`src/rtl/posit_mac_pkg.sv`:
```
// Shared definitions for the posit MAC operand feeder.
// Holds MAC geometry defaults, the feeder state encoding and the MAC drain
// latency used as the default inter-burst gap.
package posit_mac_pkg;

  // Posit format and dot-product length of the attached MAC
  localparam int unsigned WIDTH_DEF = 8;
  localparam int unsigned EXP_DEF   = 1;
  localparam int unsigned K_DEF     = 9;

  // Depth of the MAC valid pipeline (vld_d); a new burst must wait this long
  localparam int unsigned MAC_DRAIN = 12;

  typedef enum logic [2:0] {
    ST_IDLE   = 3'd0,
    ST_LOAD_W = 3'd1,
    ST_FILL   = 3'd2,
    ST_BURST  = 3'd3,
    ST_GAP    = 3'd4
  } feeder_state_e;

endpackage

```
`src/rtl/posit_mac_regfile.sv`:
```
// DEPTH x WIDTH register array, one synchronous write port and one
// asynchronous read port. Contents are not reset.
// Ports:
//   clk      clock
//   we       write enable
//   waddr    write address
//   wdata    write data
//   raddr    read address
//   rdata_c  read data (combinational from raddr)
module posit_mac_regfile #(
  parameter  int unsigned WIDTH = 8,
  parameter  int unsigned DEPTH = 9,
  localparam int unsigned WA    = $clog2(DEPTH)
) (
  input  logic             clk,
  input  logic             we,
  input  logic [WA-1:0]    waddr,
  input  logic [WIDTH-1:0] wdata,
  input  logic [WA-1:0]    raddr,
  output logic [WIDTH-1:0] rdata_c
);

  logic [WIDTH-1:0] mem [DEPTH];

  // Write port
  always_ff @(posedge clk) begin
    if (we) begin
      mem[waddr] <= wdata;
    end
  end

  // Read port
  assign rdata_c = mem[raddr];

endmodule

```
`src/rtl/posit_mac_feeder.sv`:
```
// Operand sequencer for the posit MAC: loads a K-entry weight file, buffers
// K activations, then issues one contiguous K-beat burst followed by a drain
// gap, while limiting the number of dot products in flight.
// Ports:
//   clk_i          clock, rising edge
//   rst_i          synchronous active-high reset
//   w_load_i       start a weight load (K beats follow on w_vld_i)
//   w_vld_i        weight beat valid
//   w_data_i       weight posit
//   a_vld_i        activation valid
//   a_data_i       activation posit
//   a_rdy_o        activation ready
//   mac_vld_i      one-cycle result strobe from the MAC
//   vld_o          beat valid to the MAC
//   win_o          weight to the MAC
//   din_o          activation to the MAC
//   busy_o         not idle, or results still outstanding
//   outstanding_o  dot products issued but not yet returned
//   err_o          sticky protocol error
module posit_mac_feeder
  import posit_mac_pkg::*;
#(
  parameter  int unsigned WIDTH   = WIDTH_DEF,
  parameter  int unsigned K       = K_DEF,
  parameter  int unsigned GAP     = MAC_DRAIN,
  parameter  int unsigned MAX_OUT = 2,
  localparam int unsigned WO      = $clog2(MAX_OUT + 1)
) (
  input  logic             clk_i,
  input  logic             rst_i,
  input  logic             w_load_i,
  input  logic             w_vld_i,
  input  logic [WIDTH-1:0] w_data_i,
  input  logic             a_vld_i,
  input  logic [WIDTH-1:0] a_data_i,
  output logic             a_rdy_o,
  input  logic             mac_vld_i,
  output logic             vld_o,
  output logic [WIDTH-1:0] win_o,
  output logic [WIDTH-1:0] din_o,
  output logic             busy_o,
  output logic [WO-1:0]    outstanding_o,
  output logic             err_o
);

  localparam int unsigned WK = $clog2(K);
  localparam int unsigned WG = $clog2(GAP + 1);

  feeder_state_e    state;
  logic [WK-1:0]    idx;
  logic [WG-1:0]    gap_cnt;
  logic             wv;
  logic             pend_load;

  logic             accept_c;
  logic             fill_last_c;
  logic             burst_last_c;
  logic             ret_c;
  logic             w_we_c;
  logic             rdy_next_c;
  logic [WK-1:0]    rd_addr_c;
  logic [WO-1:0]    out_next_c;
  logic [WIDTH-1:0] w_rd_c;
  logic [WIDTH-1:0] a_rd_c;

  assign accept_c     = (state == ST_FILL) && a_vld_i && a_rdy_o;
  assign fill_last_c  = accept_c && (idx == WK'(K - 1));
  assign burst_last_c = (state == ST_BURST) && (idx == WK'(K - 1));
  assign w_we_c       = (state == ST_LOAD_W) && w_vld_i;

  // A return coinciding with a burst end is legal even at zero outstanding
  assign ret_c = mac_vld_i && ((outstanding_o != '0) || burst_last_c);

  // Outstanding count as it will be after this edge
  always_comb begin
    out_next_c = outstanding_o;
    if (burst_last_c && !ret_c) begin
      out_next_c = outstanding_o + WO'(1);
    end else if (!burst_last_c && ret_c) begin
      out_next_c = outstanding_o - WO'(1);
    end
  end

  assign rdy_next_c = (out_next_c < WO'(MAX_OUT));

  // Fill reads entry 0 so beat 0 is ready at the last accept; burst prefetches j+1
  assign rd_addr_c = (state == ST_BURST && !burst_last_c) ? (idx + WK'(1)) : '0;

  posit_mac_regfile #(.WIDTH(WIDTH), .DEPTH(K)) u_wreg (
    .clk     (clk_i),
    .we      (w_we_c),
    .waddr   (idx),
    .wdata   (w_data_i),
    .raddr   (rd_addr_c),
    .rdata_c (w_rd_c)
  );

  posit_mac_regfile #(.WIDTH(WIDTH), .DEPTH(K)) u_areg (
    .clk     (clk_i),
    .we      (accept_c),
    .waddr   (idx),
    .wdata   (a_data_i),
    .raddr   (rd_addr_c),
    .rdata_c (a_rd_c)
  );

  // Sequencer: state, indices, counters and all registered outputs
  always_ff @(posedge clk_i) begin
    if (rst_i) begin
      state         <= ST_IDLE;
      idx           <= '0;
      gap_cnt       <= '0;
      wv            <= 1'b0;
      pend_load     <= 1'b0;
      a_rdy_o       <= 1'b0;
      vld_o         <= 1'b0;
      win_o         <= '0;
      din_o         <= '0;
      busy_o        <= 1'b0;
      outstanding_o <= '0;
      err_o         <= 1'b0;
    end else begin
      outstanding_o <= out_next_c;
      a_rdy_o       <= 1'b0;
      vld_o         <= 1'b0;
      busy_o        <= 1'b1;

      // Result strobe with nothing in flight
      if (mac_vld_i && !ret_c) begin
        err_o <= 1'b1;
      end

      // Weight load requests during issue/drain are deferred to gap exit
      if ((state == ST_BURST || state == ST_GAP) && w_load_i) begin
        pend_load <= 1'b1;
      end

      case (state)
        ST_IDLE: begin
          idx <= '0;
          if (w_load_i) begin
            state <= ST_LOAD_W;
          end else if (wv) begin
            state   <= ST_FILL;
            a_rdy_o <= rdy_next_c;
          end else begin
            busy_o <= (out_next_c != '0);
          end
        end

        ST_LOAD_W: begin
          if (w_load_i) begin
            err_o <= 1'b1;
          end
          if (w_vld_i) begin
            if (idx == WK'(K - 1)) begin
              idx     <= '0;
              wv      <= 1'b1;
              state   <= ST_FILL;
              a_rdy_o <= rdy_next_c;
            end else begin
              idx <= idx + WK'(1);
            end
          end
        end

        ST_FILL: begin
          // A load is only honoured before the first activation lands
          if (w_load_i && !(idx == '0 && !accept_c)) begin
            err_o <= 1'b1;
          end
          if (fill_last_c) begin
            state <= ST_BURST;
            idx   <= '0;
            vld_o <= 1'b1;
            win_o <= w_rd_c;
            din_o <= a_rd_c;
          end else if (w_load_i && idx == '0 && !accept_c) begin
            state <= ST_LOAD_W;
          end else begin
            if (accept_c) begin
              idx <= idx + WK'(1);
            end
            a_rdy_o <= rdy_next_c;
          end
        end

        ST_BURST: begin
          if (burst_last_c) begin
            state   <= ST_GAP;
            gap_cnt <= '0;
          end else begin
            vld_o <= 1'b1;
            win_o <= w_rd_c;
            din_o <= a_rd_c;
            idx   <= idx + WK'(1);
          end
        end

        ST_GAP: begin
          if (gap_cnt == WG'(GAP - 1)) begin
            idx <= '0;
            if (pend_load || w_load_i) begin
              state     <= ST_LOAD_W;
              pend_load <= 1'b0;
            end else begin
              state   <= ST_FILL;
              a_rdy_o <= rdy_next_c;
            end
          end else begin
            gap_cnt <= gap_cnt + WG'(1);
          end
        end

        default: begin
          state <= ST_IDLE;
        end
      endcase
    end
  end

endmodule
```
`config.mk`:
```
export PLATFORM = sky130hd
export DESIGN_NAME = posit_mac_feeder
export DESIGN_NICKNAME = d
export VERILOG_FILES = /design/src/rtl/posit_mac_pkg.sv /design/src/rtl/posit_mac_regfile.sv /design/src/rtl/posit_mac_feeder.sv
export SDC_FILE = /design/constraint.sdc
export NUM_CORES = 1
export LEC_CHECK = 0
export CAP_MARGIN = 20
export CORE_MARGIN = 5
export CORE_UTILIZATION = 25
export CTS_CLUSTER_SIZE = 28
export DETAILED_ROUTE_END_ITERATION = 10
export PLACE_DENSITY = 0.43
export SETUP_SLACK_MARGIN = 0.05
export SYNTH_ARGS = -nofsm -noshare
export SYNTH_HDL_FRONTEND = slang
export SYNTH_SLANG_ARGS = --single-unit
```
`constraint.sdc`:
```
create_clock -name clk_i -period 3.6 [get_ports clk_i]
set_input_delay 0.54 -clock clk_i [delete_from_list [all_inputs] [get_ports clk_i]]
set_output_delay 0.54 -clock clk_i [all_outputs]
set_load 0.03 [all_outputs]
```
==> results.tsv <==
metric	value	unit
status	completed	
drv_slew	0	
p_sw	0.00141	W
drc	0	
hold_viol_final	0	
yosysSeqAreaShare	0.660	
met1Wirelength	8.77	mm
yosys-top-cells-area	edfxtp_1, dfxtp_1, mux4_2	
avgSynthCellArea	15.0	um^2
synth_flop_cell	edfxtp_1	
grt_start_max_net_pins	36	
place_congestion	0.734	
p_leak	2.87	nW
post-synth-top-area-cell	edfxtp_1	
clk_pin_slew	70	ps
powerDensity	564	nW/um^2
layout_common_cells	edfxtp_1, clkdlybuf4s50_1, dfxtp_1	
diodes	0	
required	3940	ps
cts.sinks	179	
drtPass1Iterations	5	
routed.top_layer	met4	
clock_power_share	0.351	
layout_commonest_cell	edfxtp_1	
finClkSkew	7.52	ps
initial_core_util	0.251	
die_w	185	um
design.core.area	30300	um^2
cts_max_path_buffers	2	
seq_area	5030	um^2
p_int	0.00371	W
fillers	2979	
routed_wl	19.2	mm
multi_input_area	2370	um^2
ir_drop	0.338	mV
post-cts-setup-buffers	0	
crit_arrival	3100	ps
fin_tns_setup	0	ps
critical_path_class	flip-flop to flip-flop	
vias_per_cell	4.68	
grt_pass1_vias	4676	
seqPwrFrac	0.464	
drive_gt1_frac	0.206	
p_sw_frac	0.275	
hold_slack	469	ps
slew_headroom	0.433	
die_area	34100	um^2
synth_cells	508	
tightestPinTransition	845	ps
h-tree-depth	4	
antenna_left	0	
ys.warnings.count	0	
dp_hpwl	12.2	mm
synth_edf_count	144	
wl_met2	9.41	mm
crit_path_start_kind	flip-flop	
grt_overflow	0	
grt_pass1_wl	28.8	mm
cp_max_fo	22	
fin_crit_sh	0.766	
preCtsSetupSlack	810	ps
routed-via-count	4518	
postPlaceCellArea	8500	um^2
clock_insertion_delay_worst_skew	440	ps
synthesis.area	7620	um^2
fin_nets	584	
setup_viol	0	
wl_per_cell	19.9	um
cts_resized	0	
drt-initial-drc-count	344	
route.met3.wl	569	um
hold_class	flip-flop to flip-flop	
end_kind	flip-flop	
synthArstFlopShare	0	
grt_use_total	0.115	
area_growth_syn_to_layout	19.0	%
drv_cap	0	
post-route-cell-area	9070	um^2
cts-hold-fix-buffers	0	
rsz0062_at_grt	no	
synth-seq-cells	179	
cts_tree	yes	
num_rows	64	
synth_cell_type_count	54	
cts_root_buffer	clkbuf_16	
cts_buffers	17	
port_buffers	43	
period_minus_slack	2760	ps
die_h	185	um
antenna_found_initial	0	
io_pins	44	
pwr-share-comb	0.185	
max_freq	363	MHz
setup_ws	844	ps
syn-num-nets	536	
power	0.00511	W
synth.top_cell.area_share	0.568	
## cell type report
| type | count | share of cell area |
|---|---|---|
| tap | 396 | 0.0546 |
| multi-input combinational | 289 | 0.261 |
| sequential | 179 | 0.554 |
| clock buffer | 17 | 0.0469 |
| timing repair buffer | 61 | 0.0638 |
| clock inverter | 15 | 0.0156 |
| inverter | 8 | 0.00331 |
## power groups by stage
stage          clock (W)  combinational [W]  sequential (W)
6_report         0.00180           0.000946         0.00237
5_1_grt          0.00193            0.00102         0.00238
4_1_cts          0.00184           0.000955         0.00237
3_5_place_dp           0           0.000950         0.00242
3_3_place_gp           0           0.000942         0.00242
2_1_floorplan          0           0.000544         0.00248
## synth_stat cells (all sizes together) (3+ instances only)
| cell | number |
|---|---|
| edfxtp | 144 |
| dfxtp | 35 |
| a21oi | 30 |
| nor2 | 28 |
| buf | 21 |
| a211oi | 18 |
| a22oi | 17 |
| mux2 | 16 |
| mux4 | 16 |
| o21bai | 16 |
| or2 | 16 |
| a221o | 15 |
| a221oi | 15 |
| nand2 | 13 |
| and2 | 12 |
| clkbuf | 11 |
| inv | 8 |
| o21ai | 8 |
| and3 | 7 |
| nor3 | 7 |
| ha | 6 |
| nand3 | 6 |
| nand2b | 4 |
| nand3b | 4 |
| nor2b | 4 |
| a311oi | 3 |
| xor2 | 3 |
## path summary, 6_finish.rpt
check | start | end | slack [ps] | depth (start not counted)
setup reg to reg | idx[0]$_SDFFE_PP0P_ | din_o[7]$_SDFFE_PP0P_ | 840 | 9
hold / removal | wv$_SDFFE_PP0P_ | wv$_SDFFE_PP0P_ | 470 | 2
setup / recovery | idx[0]$_SDFFE_PP0P_ | din_o[7]$_SDFFE_PP0P_ | 840 | 9
hold reg to reg | wv$_SDFFE_PP0P_ | wv$_SDFFE_PP0P_ | 470 | 2
## per-stage QoR
stage | instances | utilization
5_1_grt | 965 | 0.299
4_1_cts | 965 | 0.299
2_1_floorplan | 508 | -
3_5_place_dp | 933 | 0.280
6_report | 965 | 0.299
3_3_place_gp | 933 | 0.280
## critical path, cell delays in order, from the launching register on
cell	delay, ps
dfxtp_2	350
buf_4	260
ha_1	350
xor2_2	120
buf_4	250
nor2_1	510
buf_4	310
a221o_1	170
a22oi_1	70
a211oi_1	260
## sequential cells by signal, summed over array words and instances (netlist names)
register / count
busy_o: 1
a_rdy_o: 1
u_areg.mem: 72
vld_o: 1
win_o: 8
gap_cnt: 4
state: 3
wv: 1
err_o: 1
idx: 4
u_wreg.mem: 72
din_o: 8
pend_load: 1
outstanding_o: 2
## metal layers
layer	vias to the layer above	GRT usage
li1	2105	-
met5	-	0
met4	0	0.0485
met3	31	0.0219
met1	2295	0.147
met2	87	0.189
## cell families (layout without fill, tap and decap cells)
family / Yosys count / after routing / synth area share
adders and majority gates: 6 / 6 / 0.00985
buffers and inverters: 40 / 101 / 0.0292
and+or+nand+nor: 109 / 109 / 0.0792
DFF: 179 / 179 / 0.660
muxes: 34 / 34 / 0.0736
AOI/OAI and AO/OA: 135 / 135 / 0.142
xor gates and xnor gates: 5 / 5 / 0.00673
No activity file was read; power rests on OpenSTA's default activity.
